**src/rtl/core_pkg.sv**
```systemverilog
// Shared core definitions: opcode constants, fetch FSM encoding, reset PC.
package core_pkg;

  localparam logic [5:0] OP_RTYPE = 6'b000000;
  localparam logic [5:0] OP_LW    = 6'b100011;
  localparam logic [5:0] OP_SW    = 6'b101011;
  localparam logic [5:0] OP_BEQ   = 6'b000100;
  localparam logic [5:0] OP_J     = 6'b000010;

  // Fetch FSM encoding
  localparam logic [0:0] FETCH = 1'b0;
  localparam logic [0:0] HOLD  = 1'b1;

  localparam logic [31:0] RESET_PC_DEFAULT = 32'h0000_0000;

endpackage

```
**src/rtl/fetch_next_pc.sv**
```systemverilog
// Next-PC selection for the fetch unit (purely combinational).
// Build option FETCH_JUMP_EN adds the j-instruction target path.
module fetch_next_pc
  import core_pkg::*;
#(
  parameter int IMEM_AW = 32
) (
  input  logic [IMEM_AW-1:0] pc,
  input  logic [5:0]         opcode,
  input  logic [15:0]        imm,
  input  logic [25:0]        target,
  input  logic               branch,
  input  logic               zero,
  output logic [IMEM_AW-1:0] pc_plus4,
  output logic [IMEM_AW-1:0] next_pc
);

  logic [IMEM_AW-1:0] br_target;

  assign pc_plus4  = pc + IMEM_AW'(4);
  // Word offset, sign-extended to the address width; sums wrap naturally.
  assign br_target = pc_plus4 + {{(IMEM_AW-18){imm[15]}}, imm, 2'b00};

`ifdef FETCH_JUMP_EN
  logic [IMEM_AW-1:0] j_target;
  assign j_target = {pc_plus4[IMEM_AW-1:28], target, 2'b00};

  // Jump outranks branch; everything else falls through to pc+4.
  always_comb begin
    next_pc = pc_plus4;
    if (branch && zero)   next_pc = br_target;
    if (opcode == OP_J)   next_pc = j_target;
  end
`else
  // Jump fields only matter when the jump path is built.
  logic unused_j;
  assign unused_j = ^{opcode, target};

  // Taken branch or fall through to pc+4.
  always_comb begin
    next_pc = pc_plus4;
    if (branch && zero) next_pc = br_target;
  end
`endif

endmodule

```
**src/rtl/fetch_unit.sv**
```systemverilog
// Instruction fetch front end: PC, imem request, instruction register,
// next-PC commit. Optional jump support via macro FETCH_JUMP_EN.
module fetch_unit
  import core_pkg::*;
#(
  parameter int                 IMEM_AW  = 32,
  parameter logic [IMEM_AW-1:0] RESET_PC = RESET_PC_DEFAULT[IMEM_AW-1:0]
) (
  input  logic               clk,
  input  logic               reset,
  output logic               imem_req,
  output logic [IMEM_AW-1:0] imem_addr,
  input  logic               imem_ready,
  input  logic [31:0]        imem_rdata,
  input  logic               stall,
  input  logic               branch,
  input  logic               zero,
  output logic               instr_valid,
  output logic [5:0]         opcode,
  output logic [4:0]         rs,
  output logic [4:0]         rt,
  output logic [4:0]         rd,
  output logic [5:0]         funct,
  output logic [15:0]        imm,
  output logic [IMEM_AW-1:0] pc,
  output logic [IMEM_AW-1:0] pc_plus4
);

  logic [0:0]         state;
  logic [31:0]        ir;
  logic [IMEM_AW-1:0] next_pc;

  assign opcode = ir[31:26];
  assign rs     = ir[25:21];
  assign rt     = ir[20:16];
  assign rd     = ir[15:11];
  assign funct  = ir[5:0];
  assign imm    = ir[15:0];

  // Request is gated by reset so an in-flight fetch is dropped immediately.
  assign imem_req  = (state == FETCH) && !reset;
  assign imem_addr = pc;

  fetch_next_pc #(.IMEM_AW(IMEM_AW)) u_next_pc (
    .pc       (pc),
    .opcode   (ir[31:26]),
    .imm      (ir[15:0]),
    .target   (ir[25:0]),
    .branch   (branch),
    .zero     (zero),
    .pc_plus4 (pc_plus4),
    .next_pc  (next_pc)
  );

  // FETCH waits for the memory word; HOLD presents it until downstream takes it.
  always_ff @(posedge clk or posedge reset) begin
    if (reset) begin
      state       <= FETCH;
      pc          <= RESET_PC;
      ir          <= '0;
      instr_valid <= 1'b0;
    end else begin
      case (state)
        FETCH: if (imem_ready) begin
          ir          <= imem_rdata;
          instr_valid <= 1'b1;
          state       <= HOLD;
        end
        default: if (!stall) begin
          pc          <= next_pc;
          instr_valid <= 1'b0;
          state       <= FETCH;
        end
      endcase
    end
  end

endmodule

```
**config.mk**
```make
export PLATFORM = sky130hd
export DESIGN_NAME = fetch_unit
export DESIGN_NICKNAME = d
export VERILOG_FILES = /design/src/rtl/core_pkg.sv /design/src/rtl/fetch_next_pc.sv /design/src/rtl/fetch_unit.sv
export SDC_FILE = /design/constraint.sdc
export NUM_CORES = 1
export LEC_CHECK = 0
export ABC_AREA = 1
export CAP_MARGIN = 40
export CORE_ASPECT_RATIO = 0.6
export CORE_UTILIZATION = 53
export DETAILED_ROUTE_END_ITERATION = 10
export GPL_ROUTABILITY_DRIVEN = 0
export HOLD_SLACK_MARGIN = 0.12
export PLACE_DENSITY = 0.95
export SYNTH_ARGS = -nofsm -noshare
export SYNTH_HDL_FRONTEND = slang
export SYNTH_SLANG_ARGS = --single-unit
```
**constraint.sdc**
```tcl
create_clock -name clk -period 5.2 [get_ports clk]
set_input_delay 1.04 -clock clk [delete_from_list [all_inputs] [get_ports clk]]
set_output_delay 1.04 -clock clk [all_outputs]
set_load 0.005 [all_outputs]
```
==> summary.txt, run 1 <==
Run
  – Max-cap violation count: 0

Power
  – Internal: around 2.6 mW
  – Reg power frac: 0.184
  – Static Leak: around 4.0 nW
  – PwrDens: approximately 640 nW/um^2
  – Switching Fraction: 0.498
  – Clock power frac: 0.130
  – Combinational Power Share: 0.685
  – Worst vdd ir: roughly 310 uV
  – NetSw: between 2 and 3 mW

Setup path
  – Critical path arrival: 2.65 ns
  – Crit path capture type: primary output
  – Setup CP Type: register to primary output
  – Max Fanout on Critical Path: 6
  – WP data required: 4.16 ns
  – Startpoint Class: register

Clocking
  – # resized after CTS: 0
  – Number of CTS-inserted buffers: 9
  – CTS tree: yes
  – H-tree levels: 3
  – Postcts setup bufs: 0
  – Cts hold-fix bufs: 0
  – CTS sink cnt: 64
  – Clock transition at path regs: 0.06 ns
  – Root buf cell: clkbuf_16
  – Worst skew pair latency: around 0.36 ns
  – CTS Buffer Depth: 2

Synthesis
  – Commonest cells in the netlist: 279 x nand2_1, 123 x inv_1, 83 x nor2_1, 69 x nand3_1, 64 x dfrtp_1
  – Share of Yosys cell area claimed by the top area cell type: 0.255
  – Most numerous cell in the Yosys netlist: nand2_1
  – Post-Synth XOR/XNOR Area: 0.0277
  – Mapped Avg Cell Area: between 6 and 7 um^2
  – Compound-cell area share of the yosys netlist: 0.0748
  – Post-synth EDFFs: 0
  – Syn Std Cell Area: about 6300 um^2
  – Flops & latches, synth: 64
  – Synth area leader: dfrtp_1
  – Mux cell area share after synthesis: 0.0557
  – Synth Warn #: 0
  – Asr flop ratio synth: 1.00
  – Cell variety after synth: 39
  – Mapped Cells: around 930
  – Main combinational cell family by area after synthesis: simple AND/OR/NAND/NOR gates
  – Post-synthesis sequential area ratio: 0.255
  – Post-Synth Simple-Gate Area: 0.365
  – Area share of fa/ha/maj cells after synthesis: 0.0750
  – Dominant cells by area after synthesis: dfrtp_1 26%, nand2_1 17%, inv_1 7.4%
  – Ys flop type: dfrtp_1

Route
  – Routed Antenna Nets: 0
  – Vias: approximately 7100
  – Initial DRC count: between 1000 and 1500
  – WL final: 21600 um
  – Drc violations: 0
  – Drt first pass iters: 7
  – Routed WL per cell: between 15 and 20 um
  – Vias/cell: between 5 and 6

Worst hold path
  – Hold Path Class: register to register

STA
  – Headroom to the max-slew limit: 0.354
  – Setup TNS Final: 0 ns
  – Final clock skew: ~0.0095 ns
  – Max-slew violation count: 0
  – Worst hold slack: approximately 0.50 ns
  – Final setup vio count: 0
  – Tcrit/Tclk final: 0.710
  – Actual slew at the worst max-slew pin: 0.969 ns
  – Unrepaired setup endpoints after global routing: no
  – Final Hold Fails: 0
  – Crit path time final: roughly 3.7 ns
  – Highest clock rate: around 270 MHz

Final layout
  – Area of the multi-input gates: between 3000 and 4000 um^2
  – Filler cells: ~900
  – P&R area growth vs syn: 30.0%
  – Layout Nets: 1137
  – ANT cells: 0
  – FF+latch area: 1600 um^2
  – Share of layout cells above drive strength 1: 0.106

Placed design
  – Post-DP HPWL: roughly 17000 um
  – # port buffers: about 170

Global route
  – Vias in the first global route: 6467
  – Largest net degree at the start of global routing: 52
  – Global-route wire length before repair: between 30000 and 40000 um
  – Initial antenna violation count: 0
  – GRT Residual Overflow: 0
  – Total GRT Usage: 0.359

Floorplan
  – Core area: between 10000 and 15000 um^2
  – Core Rows: 30
  – Die height: roughly 86 um
  – Initial Util: 0.550
  – DIE WIDTH: between 100 and 150 um
  – Die area: approximately 12000 um^2
  – I/O Pins: ~180

Run status
  – Outcome: complete, no violations
[logic make-up (layout without fill, tap and decap cells)]
logic type,after synthesis,in the layout
adders and majority gates,37,37
and+or+nand+nor,504,504
AOI/OAI and AO/OA,83,83
DFF,64,64
buffers and inverters,194,323
other,1,6
xor gates and xnor gates,19,19
muxes,31,31
[registers in the layout (all words and copies together), names as in the netlist]
name / flops
imem_addr: 30
state: 1
ir: 32
instr_valid: 1
[cells in the final DEF (no fill, tap or decap), drive strengths merged, types with 4 or more instances in the layout]
cell / count
a21oi: 45
a31oi: 9
and2: 7
buf: 4
clkbuf: 9
clkdlybuf4s50: 172
conb: 6
dfrtp: 64
ha: 36
inv: 133
mux2: 31
nand2: 292
nand3: 73
nand3b: 8
nand4: 9
nor2: 102
nor3: 9
o21ai: 21
o21bai: 5
or2: 4
xnor2: 5
xor2: 14
[per-stage QoR]
| stage | instances | utilization | setup slack (ns) | power (mW) | instance area, um^2 |
|---|---|---|---|---|---|
| CTS | 1227 | 0.714 | 1.58 | 5.08 | 8150 |
| finish | 1227 | 0.714 | 1.51 | 5.25 | 8150 |
| detailed placement | 1211 | 0.686 | 1.96 | 4.36 | 7830 |
| floorplan | 938 | - | 2.56 | 3.00 | 6290 |
| global route | 1227 | 0.714 | 1.43 | 5.57 | 8150 |
| global placement | 1211 | 0.686 | 2.08 | 4.23 | 7830 |
[critical path: stages, from the launching register on]
cell and delay, ns:
dfrtp_1 0.43, ha_1 0.23, nand2_2 0.10, nor2_4 0.19, nand2_2 0.08, nor2_2 0.21, nand3_1 0.14, xor2_1 0.35
clkdlybuf4s50_1 0.57
[cell type report]
cell class / instances / share of cell area
multi-input combinational: 680 / 0.464
tap: 160 / 0.0246
timing repair buffer: 176 / 0.215
inverter: 131 / 0.0603
sequential: 64 / 0.196
clock buffer: 9 / 0.0276
clock inverter: 7 / 0.0126
[power by group through the flow]
stage	sequential [mW]	clock, mW	combinational [mW]
6_report	0.968	0.685	3.60
5_1_grt	0.988	0.704	3.87
4_1_cts	0.952	0.682	3.45
3_5_place_dp	0.959	0	3.40
3_3_place_gp	0.931	0	3.30
2_1_floorplan	0.887	0	2.11
[metal layers]
metal | part of all wire | GRT usage | vias to the layer above | routed length (um)
li1 | - | - | 3158 | -
met1 | 0.39 | 0.481 | 3177 | 8400
met2 | 0.41 | 0.533 | 653 | 8810
met3 | 0.17 | 0.139 | 103 | 3740
met4 | 0.028 | 0.105 | 3 | 602
met5 | 0.0019 | 0 | - | 40
[path summary, 6_finish.rpt]
| path | slack [ns] | endpoint | startpoint | depth (start not counted) |
|---|---|---|---|---|
| worst max-delay path | 1.51 | pc_plus4[20] | imem_addr[3]$_DFFE_PP0P_ | 8 |
| worst min-delay path | 0.50 | ir[22]$_DFFE_PP0P_ | ir[22]$_DFFE_PP0P_ | 1 |
| worst max register to register | 1.72 | imem_addr[23]$_DFFE_PP0P_ | imem_addr[3]$_DFFE_PP0P_ | 16 |
| worst min register to register | 0.50 | ir[22]$_DFFE_PP0P_ | ir[22]$_DFFE_PP0P_ | 1 |
| max in group asynchronous | 3.15 | imem_addr[11]$_DFFE_PP0P_ | reset | 3 |
| min in group asynchronous | 1.12 | ir[20]$_DFFE_PP0P_ | reset | 2 |
No activity file was read; power rests on OpenSTA's default activity.
==> run 2, diff against run 1 <==
--- a/config.mk
+++ b/config.mk
@@ -8,11 +8,11 @@
 export ABC_AREA = 1
 export CAP_MARGIN = 40
 export CORE_ASPECT_RATIO = 0.6
-export CORE_UTILIZATION = 53
+export CORE_UTILIZATION = 49
 export DETAILED_ROUTE_END_ITERATION = 10
 export GPL_ROUTABILITY_DRIVEN = 0
 export HOLD_SLACK_MARGIN = 0.12
-export PLACE_DENSITY = 0.95
+export PLACE_DENSITY = 0.93
 export SYNTH_ARGS = -nofsm -noshare
 export SYNTH_HDL_FRONTEND = slang
 export SYNTH_SLANG_ARGS = --single-unit
==> constraint.sdc (replaced) <==
create_clock -name clk -period 3.69 [get_ports clk]
set_input_delay 0.738 -clock clk [delete_from_list [all_inputs] [get_ports clk]]
set_output_delay 0.738 -clock clk [all_outputs]
set_load 0.005 [all_outputs]
==> run 2 against run 1 <==
  * Core utilization decreased by 4.8 points
  * Clock power increased by 30%
  * Flip-flop and latch count unchanged
  * Sequential power increased by 40%
  * Critical path depth unchanged
  * Die area increased by 8.0%
  * Routed wire length decreased by 5.8%
  * Via count decreased by 3.5%
  * Critical path type unchanged
  * Total power increased by 37%
==> summary.txt, run 2 (same netlist as run 1, synthesis figures left out) <==
Run status
  – Outcome: complete, no violations

Power
  – Static Leak: 4.05 nW (about the same)
  – Worst vdd ir: 434 uV (+39%)
  – PwrDens: 881 nW/um^2 (+37%)
  – Design Power: 7.20 mW (+37%)

Setup path
  – Startpoint Class: register
  – Reg2reg start: imem_addr[3]$_DFFE_PP0P_
  – Crit path largest cell delay: 0.64 ns (+0.07 ns)
  – WP data required: 2.95 ns (-1.21 ns)
  – Reg-to-Reg End: imem_addr[22]$_DFFE_PP0P_
  – WP buf/inv: 1 (unchanged)
  – Critical path arrival: 2.80 ns (+0.15 ns)
  – Crit-path leading delay family: simple AND/OR/NAND/NOR gates
  – Crit-path cells: ha_1, nand2_2, nor2_4, nand2_2, nor2_2, nand3_1, xor2_1, clkdlybuf4s50_1
  – Reg2Reg Depth: 16 (unchanged)
  – Worst reg2reg setup slack: 0.28 ns (-1.44 ns)
  – Crit path capture type: primary output
  – CP max stage cell: clkdlybuf4s50_1
  – Max Fanout on Critical Path: 6 (unchanged)
  – Most frequent CP cell: nand2_2
  – Setup CP Type: register to primary output

Route
  – WL final: 20300 um (-5.8%)
  – Initial DRC count: 723 (-38%)
  – Routed Antenna Nets: 0 (unchanged)
  – Vias: 6846 (-3.5%)
  – Vias/cell: 5.54 (-4.1%)
  – Routed WL per cell: 16.5 um (-6.4%)
  – Drc violations: 0 (unchanged)
  – Drt first pass iters: 9 (+2)

STA
  – Setup TNS Final: 0 ns (unchanged)
  – Actual slew at the worst max-slew pin: 0.833 ns (-0.135 ns)
  – Tcrit/Tclk final: 0.958
  – Crit path time final: 3.53 ns
  – Final clock skew: 0.0114 ns (+0.00198 ns)
  – Headroom to the max-slew limit: 0.444 (+0.0896)
  – Max-slew violation count: 0 (unchanged)
  – Final setup vio count: 0 (unchanged)
  – Final Hold Fails: 0 (unchanged)
  – Highest clock rate: ~280 MHz
  – Unrepaired setup endpoints after global routing: no

Final layout
  – Layout Nets: 1140 (+0.26%)
  – Share of layout cells above drive strength 1: 0.108 (+0.00251)
  – P&R area growth vs syn: 30.3%
  – FF+latch area: 1600 um^2 (unchanged)
  – ANT cells: 0 (unchanged)
  – Most common cell after layout, fill and taps aside: nand2_1
  – Max reg flops: 32 (unchanged)
  – Commonest non-fill, non-tap cells in the layout: 279 x nand2_1, 172 x clkdlybuf4s50_1, 122 x inv_1
  – Filler cells: 983 (+12%)
  – Area of the multi-input gates: 3780 um^2 (unchanged)
  – Biggest register: ir

Global route
  – Vias in the first global route: 6286 (-2.8%)
  – Largest net degree at the start of global routing: 51 (-1.9%)
  – GRT Residual Overflow: 0 (unchanged)
  – M1 GR Usage: 0.425 (-0.0569)
  – Global-route wire length before repair: 32000 um (-4.6%)
  – Met2 usage: 0.494 (-0.0392)
  – Initial antenna violation count: 0 (unchanged)
  – Grt peak-use layer: met2
  – Total GRT Usage: 0.314 (-0.0443)
  – Met3 usage: 0.0965 (-0.0428)

Floorplan
  – Core Rows: 31 (+3.3%)
  – Initial Util: 0.512 (-0.0379)
  – Core area: 12300 um^2 (+7.4%)
  – Die area: 13300 um^2 (+8.0%)
  – I/O Pins: 179 (unchanged)
  – DIE WIDTH: 148 um (+3.9%)
  – Die height: 89.6 um (+3.9%)

Run
  – Max-cap violation count: 0 (unchanged)

Worst hold path
  – Hold depth: 1 (unchanged)
  – Hold Path Class: register to register
  – WHS Endpoint: ir[17]$_DFFE_PP0P_
  – HP Start: ir[17]$_DFFE_PP0P_

Clocking
  – Number of CTS-inserted buffers: 9 (unchanged)
  – Worst skew pair latency: 0.34 ns (-0.02 ns)
  – Postcts setup bufs: 0 (unchanged)
  – CTS sink cnt: 64 (unchanged)
  – CTS tree: yes
  – Cts hold-fix bufs: 0 (unchanged)
  – CTS Buffer Depth: 2 (unchanged)
  – Clock transition at path regs: 0.06 ns (about the same)
  – H-tree levels: 3 (unchanged)
  – # resized after CTS: 0 (unchanged)
  – Root buf cell: clkbuf_16

Placed design
  – Post-DP HPWL: 15900 um (-3.4%)
  – # port buffers: 172 (unchanged)
-- run 2: cell count changes in the layout (fill, tap and decap cells not counted), sizes merged --
cell	change
clkinv	-1
clkbuf	+1
buf	+3
bufinv	-1
clkinvlp	+2
inv	-1
-- run 2: through the flow --
| stage | util | cell area, um^2 | std cells | hold slack (ns) | worst slack (ns) |
|---|---|---|---|---|---|
| after floorplan | - | 6290 | 938 | 0.466 | 1.08 |
| after global placement | 0.642 | 7870 | 1219 | 0.486 | 0.579 |
| after detailed placement | 0.642 | 7870 | 1219 | 0.493 | 0.464 |
| after CTS | 0.667 | 8170 | 1235 | 0.505 | 0.252 |
| after global routing | 0.667 | 8170 | 1235 | 0.523 | 0.0942 |
| final | 0.667 | 8170 | 1235 | 0.504 | 0.155 |
-- run 2: where the power goes --
group          leakage [nW]  total, mW  internal [mW]  switching, mW
registers             0.734       1.36          0.934          0.430
clock network         0.141      0.888          0.543          0.346
logic                  3.17       4.94           2.19           2.76
total                  4.05       7.20           3.66           3.53
-- run 2: area by class of cell --
type	count	share of cell area
Sequential cell	64	0.196
Clock buffer	10	0.0292
Inverter	131	0.0602
Tap cell	165	0.0253
Clock inverter	6	0.00812
Multi-Input combinational cell	680	0.463
Timing Repair Buffer	179	0.219
-- run 2: worst max-delay path by stage --
stage                                   from  slack [ns]  cells after the start                        end
floorplan           imem_addr[3]$_DFFE_PP0P_        1.08                     19  imem_addr[31]$_DFFE_PP0P_
global placement    imem_addr[3]$_DFFE_PP0P_        0.58                     16  imem_addr[22]$_DFFE_PP0P_
detailed placement  imem_addr[3]$_DFFE_PP0P_        0.46                     16  imem_addr[22]$_DFFE_PP0P_
CTS                 imem_addr[3]$_DFFE_PP0P_        0.25                      8               pc_plus4[20]
global route        imem_addr[3]$_DFFE_PP0P_        0.09                      8               pc_plus4[20]
finish              imem_addr[3]$_DFFE_PP0P_        0.16                      8               pc_plus4[20]
-- run 2: layer usage --
| metal | wire, um | share of wire |
|---|---|---|
| met5 | 0 | 0 |
| met4 | 377 | 0.019 |
| met3 | 3100 | 0.15 |
| met2 | 8370 | 0.41 |
| met1 | 8480 | 0.42 |
